--- src/rtl/moore_sym_arbiter_if.sv ---
// moore_sym_arbiter_if: requester / detector bus of the shared Moore-detector arbiter.
// slave  = arbiter side, master = requesters plus detector side.
interface moore_sym_arbiter_if #(
  parameter int NREQ  = 4,
  parameter int CNT_W = 16
);
  localparam int ID_W = $clog2(NREQ);

  logic [NREQ-1:0]   req_valid;
  logic [2*NREQ-1:0] req_sym;
  logic [NREQ-1:0]   req_ready;
  logic [1:0]        sym_out;
  logic              sym_en;
  logic              fsm_out;
  logic              resp_valid;
  logic [ID_W-1:0]   resp_id;
  logic              resp_bit;
  logic              busy;
  logic [CNT_W-1:0]  sym_count;

  modport slave (
    input  req_valid, req_sym, fsm_out,
    output req_ready, sym_out, sym_en, resp_valid, resp_id, resp_bit, busy, sym_count
  );

  modport master (
    output req_valid, req_sym, fsm_out,
    input  req_ready, sym_out, sym_en, resp_valid, resp_id, resp_bit, busy, sym_count
  );
endinterface

--- src/rtl/moore_sym_arbiter.sv ---
// moore_sym_arbiter: grants one of NREQ requesters at a time, issues its 2-bit symbol
// to a shared Moore detector with a one-cycle enable, waits SETTLE_CYC cycles and
// returns the sampled detector output to the granted requester.
// Optional build macro ARB_FIXED_PRIO_EN: lowest index always wins and the
// round-robin pointer is not built. Default (macro undefined) is round-robin.
module moore_sym_arbiter #(
  parameter int NREQ       = 4,
  parameter int SETTLE_CYC = 1,
  parameter int CNT_W      = 16
) (
  input logic                clock,
  input logic                reset,
  moore_sym_arbiter_if.slave bus
);
  localparam int ID_W = $clog2(NREQ);

  localparam logic [1:0] ST_IDLE   = 2'd0;
  localparam logic [1:0] ST_ISSUE  = 2'd1;
  localparam logic [1:0] ST_SETTLE = 2'd2;
  localparam logic [1:0] ST_RESP   = 2'd3;

  // Settle down-counter is loaded with the index of the last SETTLE cycle.
  localparam logic [3:0] SETTLE_LAST = 4'(SETTLE_CYC - 1);

  logic [1:0]       state_q, state_d;
  logic [ID_W-1:0]  grant_q, grant_d;
  logic [1:0]       sym_q, sym_d;
  logic [3:0]       settle_q, settle_d;
  logic [CNT_W-1:0] cnt_q, cnt_d;
  logic             resp_bit_q, resp_bit_d;

  logic             win_found;
  logic [ID_W-1:0]  win_id;
  logic [1:0]       sym_arr [NREQ];

  // Split the packed symbol bus into one 2-bit symbol per requester.
  generate
    for (genvar gi = 0; gi < NREQ; gi++) begin : g_sym
      assign sym_arr[gi] = bus.req_sym[2*gi+1 : 2*gi];
    end
  endgenerate

`ifdef ARB_FIXED_PRIO_EN
  // Fixed priority: scan from the top so the lowest requesting index is kept last.
  always_comb begin
    win_found = 1'b0;
    win_id    = '0;
    for (int k = NREQ - 1; k >= 0; k--) begin
      if (bus.req_valid[ID_W'(k)]) begin
        win_found = 1'b1;
        win_id    = ID_W'(k);
      end
    end
  end
`else
  logic [ID_W-1:0] rr_ptr_q, rr_ptr_d;

  // Round-robin: first requester at or above rr_ptr, wrapping past NREQ-1.
  always_comb begin
    logic [ID_W:0] cand_sum;
    cand_sum  = '0;
    win_found = 1'b0;
    win_id    = '0;
    for (int k = 0; k < NREQ; k++) begin
      cand_sum = {1'b0, rr_ptr_q} + (ID_W+1)'(k);
      if (cand_sum >= (ID_W+1)'(NREQ)) begin
        cand_sum = cand_sum - (ID_W+1)'(NREQ);
      end
      if (!win_found && bus.req_valid[cand_sum[ID_W-1:0]]) begin
        win_found = 1'b1;
        win_id    = cand_sum[ID_W-1:0];
      end
    end
  end

  // Pointer moves to the requester after the one being issued, modulo NREQ.
  always_comb begin
    logic [ID_W:0] ptr_inc;
    ptr_inc  = {1'b0, grant_q} + (ID_W+1)'(1);
    rr_ptr_d = rr_ptr_q;
    if (state_q == ST_ISSUE) begin
      rr_ptr_d = (ptr_inc >= (ID_W+1)'(NREQ)) ? '0 : ptr_inc[ID_W-1:0];
    end
  end

  // Round-robin pointer register.
  always_ff @(posedge clock or negedge reset) begin
    if (!reset) begin
      rr_ptr_q <= '0;
    end else begin
      rr_ptr_q <= rr_ptr_d;
    end
  end
`endif

  // Transaction sequencing: arbitrate, issue one symbol, settle, respond.
  always_comb begin
    state_d    = state_q;
    grant_d    = grant_q;
    sym_d      = sym_q;
    settle_d   = settle_q;
    cnt_d      = cnt_q;
    resp_bit_d = resp_bit_q;
    case (state_q)
      ST_IDLE, ST_RESP: begin
        // RESP doubles as an arbitration slot so back-to-back grants lose no cycle.
        if (win_found) begin
          state_d = ST_ISSUE;
          grant_d = win_id;
          sym_d   = sym_arr[win_id];
        end else begin
          state_d = ST_IDLE;
        end
      end
      ST_ISSUE: begin
        cnt_d    = cnt_q + CNT_W'(1);
        settle_d = SETTLE_LAST;
        state_d  = ST_SETTLE;
      end
      ST_SETTLE: begin
        if (settle_q == 4'd0) begin
          resp_bit_d = bus.fsm_out;
          state_d    = ST_RESP;
        end else begin
          settle_d = settle_q - 4'd1;
        end
      end
      default: begin
        state_d = ST_IDLE;
      end
    endcase
  end

  // State and datapath registers; asynchronous active-low reset aborts any transaction.
  always_ff @(posedge clock or negedge reset) begin
    if (!reset) begin
      state_q    <= ST_IDLE;
      grant_q    <= '0;
      sym_q      <= 2'b00;
      settle_q   <= 4'd0;
      cnt_q      <= '0;
      resp_bit_q <= 1'b0;
    end else begin
      state_q    <= state_d;
      grant_q    <= grant_d;
      sym_q      <= sym_d;
      settle_q   <= settle_d;
      cnt_q      <= cnt_d;
      resp_bit_q <= resp_bit_d;
    end
  end

  // Moore outputs decoded from registered state only.
  assign bus.req_ready  = (state_q == ST_ISSUE) ? (NREQ'(1) << grant_q) : '0;
  assign bus.sym_en     = (state_q == ST_ISSUE);
  assign bus.sym_out    = sym_q;
  assign bus.resp_valid = (state_q == ST_RESP);
  assign bus.resp_id    = grant_q;
  assign bus.resp_bit   = resp_bit_q;
  assign bus.busy       = (state_q != ST_IDLE);
  assign bus.sym_count  = cnt_q;
endmodule
--- src/flat_wrapper.sv ---
// flat-port wrapper written by rule: the top's interface ports become plain ports
module moore_sym_arbiter_flat 
#(
  parameter int NREQ       = 4,
  parameter int SETTLE_CYC = 1,
  parameter int CNT_W      = 16
)
  (clock, reset, bus_req_valid, bus_req_sym, bus_fsm_out, bus_req_ready, bus_sym_out, bus_sym_en, bus_resp_valid, bus_resp_id, bus_resp_bit, bus_busy, bus_sym_count);
  moore_sym_arbiter_if #(.NREQ(NREQ), .CNT_W(CNT_W)) bus_i ();
  input logic clock;
  input logic reset;
  input wire logic [$bits(bus_i.req_valid)-1:0] bus_req_valid;
  input wire logic [$bits(bus_i.req_sym)-1:0] bus_req_sym;
  input wire logic [$bits(bus_i.fsm_out)-1:0] bus_fsm_out;
  output wire logic [$bits(bus_i.req_ready)-1:0] bus_req_ready;
  output wire logic [$bits(bus_i.sym_out)-1:0] bus_sym_out;
  output wire logic [$bits(bus_i.sym_en)-1:0] bus_sym_en;
  output wire logic [$bits(bus_i.resp_valid)-1:0] bus_resp_valid;
  output wire logic [$bits(bus_i.resp_id)-1:0] bus_resp_id;
  output wire logic [$bits(bus_i.resp_bit)-1:0] bus_resp_bit;
  output wire logic [$bits(bus_i.busy)-1:0] bus_busy;
  output wire logic [$bits(bus_i.sym_count)-1:0] bus_sym_count;
  assign bus_i.req_valid = bus_req_valid;
  assign bus_i.req_sym = bus_req_sym;
  assign bus_i.fsm_out = bus_fsm_out;
  assign bus_req_ready = bus_i.req_ready;
  assign bus_sym_out = bus_i.sym_out;
  assign bus_sym_en = bus_i.sym_en;
  assign bus_resp_valid = bus_i.resp_valid;
  assign bus_resp_id = bus_i.resp_id;
  assign bus_resp_bit = bus_i.resp_bit;
  assign bus_busy = bus_i.busy;
  assign bus_sym_count = bus_i.sym_count;
  moore_sym_arbiter #(.NREQ(NREQ), .SETTLE_CYC(SETTLE_CYC), .CNT_W(CNT_W)) u_core (.clock(clock), .reset(reset), .bus(bus_i));
endmodule
--- config.mk ---
export PLATFORM = sky130hd
export DESIGN_NAME = moore_sym_arbiter_flat
export DESIGN_NICKNAME = d
export VERILOG_FILES = /design/src/rtl/moore_sym_arbiter_if.sv /design/src/rtl/moore_sym_arbiter.sv /design/src/flat_wrapper.sv
export SDC_FILE = /design/constraint.sdc
export NUM_CORES = 1
export LEC_CHECK = 0
export CORE_UTILIZATION = 47
export DETAILED_ROUTE_END_ITERATION = 8
export PLACE_DENSITY = 0.79
export SLEW_MARGIN = 20
export SYNTH_ARGS = -nofsm -noshare
export SYNTH_HDL_FRONTEND = slang
export SYNTH_SLANG_ARGS = --single-unit
--- constraint.sdc ---
create_clock -name clock -period 2 [get_ports clock]
set_clock_uncertainty 0.05 [all_clocks]
set_input_delay 0.4 -clock clock [delete_from_list [all_inputs] [get_ports clock]]
set_output_delay 0.4 -clock clock [all_outputs]
set_load 0.05 [all_outputs]
==> impl_metrics.ini <==
[global_routing]
gr-usage-met1_pct = 23.4
gr-total-overflow = 0
use_met3_pct = 5.68
grt_pass1_vias = 1253
grtUsageTotal_pct = 21.0
top_usage_layer = met2
antenna_found_initial = 0
grt_pass1_wl_um = 5400
grt_max_degree = 30
met2_usage_pct = 39.1

[clocking]
post_cts_buffers = 0
htree_num_levels = 2
clkLatencyLatePin_ns = 0.31
cts_tree = done
path_clk_slew_ns = 0.09
clockBufferDepth = 2
clock-sinks = 29
holdBufCountCts = 0
cts_buffers = 5
clockRootBuffer = clkbuf_4

[yosys]
yosysWarnings = 0
yosysSeqAreaShare_pct = 47.2
synth_nets = 174
ys_types = 34
syn_area_per_cell_sq_um = 10.3
synth_edf_count = 0
synth_area_sq_um = 1540
synth_cells = 149
ys.flop_type = dfrtp_1
async_reset_ff_share_pct = 100
ys_ff_latch = 29

[setup_path]
cp-end-kind = primary output
cp.required_ns = 1.55
worstPathArrival_ns = 1.48
crit_buf_inv = 2
start_kind = register
crit_chain = ha_4, buf_6, and2_2, buf_12
cpPeakStageDelay_ns = 0.45
critPathMaxFanout = 14
crit_type = register to primary output
critical_path.top_delay_family = flip-flops
critPathSlowestCell = dfrtp_1

[run]
maxCapViolCount = 0

[placed_design]
io_buffers = 42
placed_cells = 238
gp_congestion = 0.755
dp_hpwl_um = 2600

[floorplanning]
die_w_um = 59.2
die_area_sq_um = 3500
fp-row-count = 20
dieHeight_um = 59.2
pin_count = 43
core_sq_um = 3080
initial_core_util_pct = 49.9

[final_layout]
antenna_cells = 0
utilization_pct = 69.9
area_growth_pct = 40.1
fin_cells = 246
drive_above_1_share_pct = 19.3
nets = 226
fillers = 252

[timing]
grt_setup_unrepaired = false
drv_slew = 0
hold_slack_ns = 0.413
worst_pin_slew_ns = 0.509
fmax_mhz = 519
finalHoldViolations = 0
fin_crit_sh_pct = 96.3
finalSetupTns_ns = 0
slew_headroom_pct = 66.0
fin_crit_ns = 1.93
setup_viol = 0

[power]
total_power_w = 0.00314
p_per_area_nw_per_um2 = 1460
leakage_nw = 1.07
vdd_drop_max_v = 0.00111

[run_status]
status = complete, no violations

[drt]
drtAntennaViolNets = 0
drtIter0Drc = 45
wire_per_inst_um = 13.6
routed_wl_um = 3350
dr.pass1.iters = 4
drc_errors = 0
avgViaCountPerCell = 5.23
vias = 1286

[hold_path]
hold_path_class = input pin to asynchronous set/reset pin
## routing by layer
metal | vias to the layer above | share of wire [%]
met3 | 0 | 4.2
met2 | 39 | 54
met4 | 0 | 0
met1 | 625 | 42
li1 | 622 | -
met5 | - | 0
## where the power goes
| group | internal, W | switching, W | leakage [nW] |
|---|---|---|---|
| Clock | 0.000134 | 0.000194 | 0.0320 |
| Sequential | 0.000749 | 0.000199 | 0.377 |
| Combinational | 0.000763 | 0.00110 | 0.666 |
## Yosys cell counts (all sizes together) (2+ instances only)
| master | n | area, sq um |
|---|---|---|
| o21ai | 8 | 40.0 |
| nand2b | 3 | 18.8 |
| and2 | 4 | 25.0 |
| nand4 | 2 | 12.5 |
| nand2 | 18 | 67.6 |
| nand3 | 7 | 35.0 |
| nor3b | 2 | 15.0 |
| mux2 | 4 | 45.0 |
| mux2i | 3 | 30.0 |
| dfrtp | 29 | 726 |
| or3 | 2 | 12.5 |
| ha | 10 | 125 |
| and3 | 3 | 18.8 |
| inv | 8 | 30.0 |
| a21oi | 4 | 20.0 |
| and4 | 4 | 35.0 |
| a21bo | 2 | 20.0 |
| nor2 | 6 | 22.5 |
| xor2 | 3 | 26.3 |
| o211ai | 2 | 15.0 |
| xnor2 | 12 | 105 |
## kinds of logic (layout without fill, tap and decap cells)
| family | Yosys count | after routing | share of synthesized area, % |
|---|---|---|---|
| DFF | 29 | 29 | 47.2 |
| adders and majority gates | 10 | 10 | 8.14 |
| muxes | 7 | 7 | 4.89 |
| AOI/OAI and AO/OA | 23 | 23 | 9.85 |
| buffers and inverters | 10 | 63 | 2.52 |
| and+or+nand+nor | 55 | 55 | 18.8 |
| xor gates and xnor gates | 15 | 15 | 8.55 |
## area by class of cell
| type | count | area (sq um) | area share, % |
|---|---|---|---|
| Multi-Input combinational cell | 110 | 790 | 36.7 |
| Sequential cell | 29 | 726 | 33.7 |
| Timing Repair Buffer | 47 | 500 | 23.3 |
| Tap cell | 44 | 55.1 | 2.56 |
| Clock buffer | 6 | 41.3 | 1.92 |
| Inverter | 8 | 30.0 | 1.40 |
| Clock inverter | 2 | 10.0 | 0.465 |
## registers in the layout, summed over array words and instances (netlist names)
| signal | cells |
|---|---|
| u_core.settle_q | 4 |
| u_core.bus.sym_count | 16 |
| u_core.bus.resp_bit | 1 |
| u_core.rr_ptr_q | 2 |
| u_core.bus.sym_out | 2 |
| u_core.bus.resp_id | 2 |
| u_core.state_q | 2 |
## final timing paths
kind / slack [ns] / cells past startpoint / to / startpoint
max in group asynchronous: 1.21 / 2 / u_core.rr_ptr_q[1] / reset
min in group clock: 0.43 / 1 / u_core.bus.sym_count[15] / u_core.bus.sym_count[15]
max reg2reg: 0.14 / 7 / u_core.bus.sym_count[11] / u_core.state_q[1]
max: 0.07 / 4 / bus_req_ready[3] / u_core.state_q[0]
min: 0.41 / 2 / u_core.bus.sym_count[6] / reset
min reg2reg: 0.43 / 1 / u_core.bus.sym_count[15] / u_core.bus.sym_count[15]
## per-stage QoR
stage | setup slack, ns | area, sq um
after floorplan | 0.115 | 1550
after global placement | 0.0505 | 2100
after detailed placement | -0.0398 | 2100
after CTS | 0.0115 | 2140
after global routing | 0.0145 | 2150
final | 0.0744 | 2150
## cell usage in the layout, fill, tap and decap left out, types with 3 or more instances in the layout
| cell | count |
|---|---|
| a21oi_1 | 4 |
| and2_2 | 4 |
| and3_1 | 3 |
| and4_1 | 4 |
| buf_12 | 6 |
| buf_4 | 12 |
| clkbuf_4 | 5 |
| clkdlybuf4s50_1 | 15 |
| dfrtp_1 | 29 |
| dlygate4sd2_1 | 9 |
| dlymetal6s2s_1 | 4 |
| ha_1 | 9 |
| inv_1 | 7 |
| mux2_2 | 4 |
| mux2i_1 | 3 |
| nand2_1 | 18 |
| nand2b_1 | 3 |
| nand3_1 | 7 |
| nor2_1 | 6 |
| o21ai_0 | 8 |
| xnor2_1 | 12 |
| xor2_1 | 3 |
## worst reg2reg max path, cell delays in order (launching register included)
cell     delay, ns
dfrtp_1       0.42
inv_2         0.10
ha_4          0.15
and4_1        0.24
and4_1        0.23
and4_1        0.30
nand3_1       0.12
xnor2_1       0.14
## what timing repair did
action                     CTS  global route
setup endpoints to repair   13             8
cloned                       0             0
resized for setup           10             5
No activity file was read; power rests on OpenSTA's default activity.
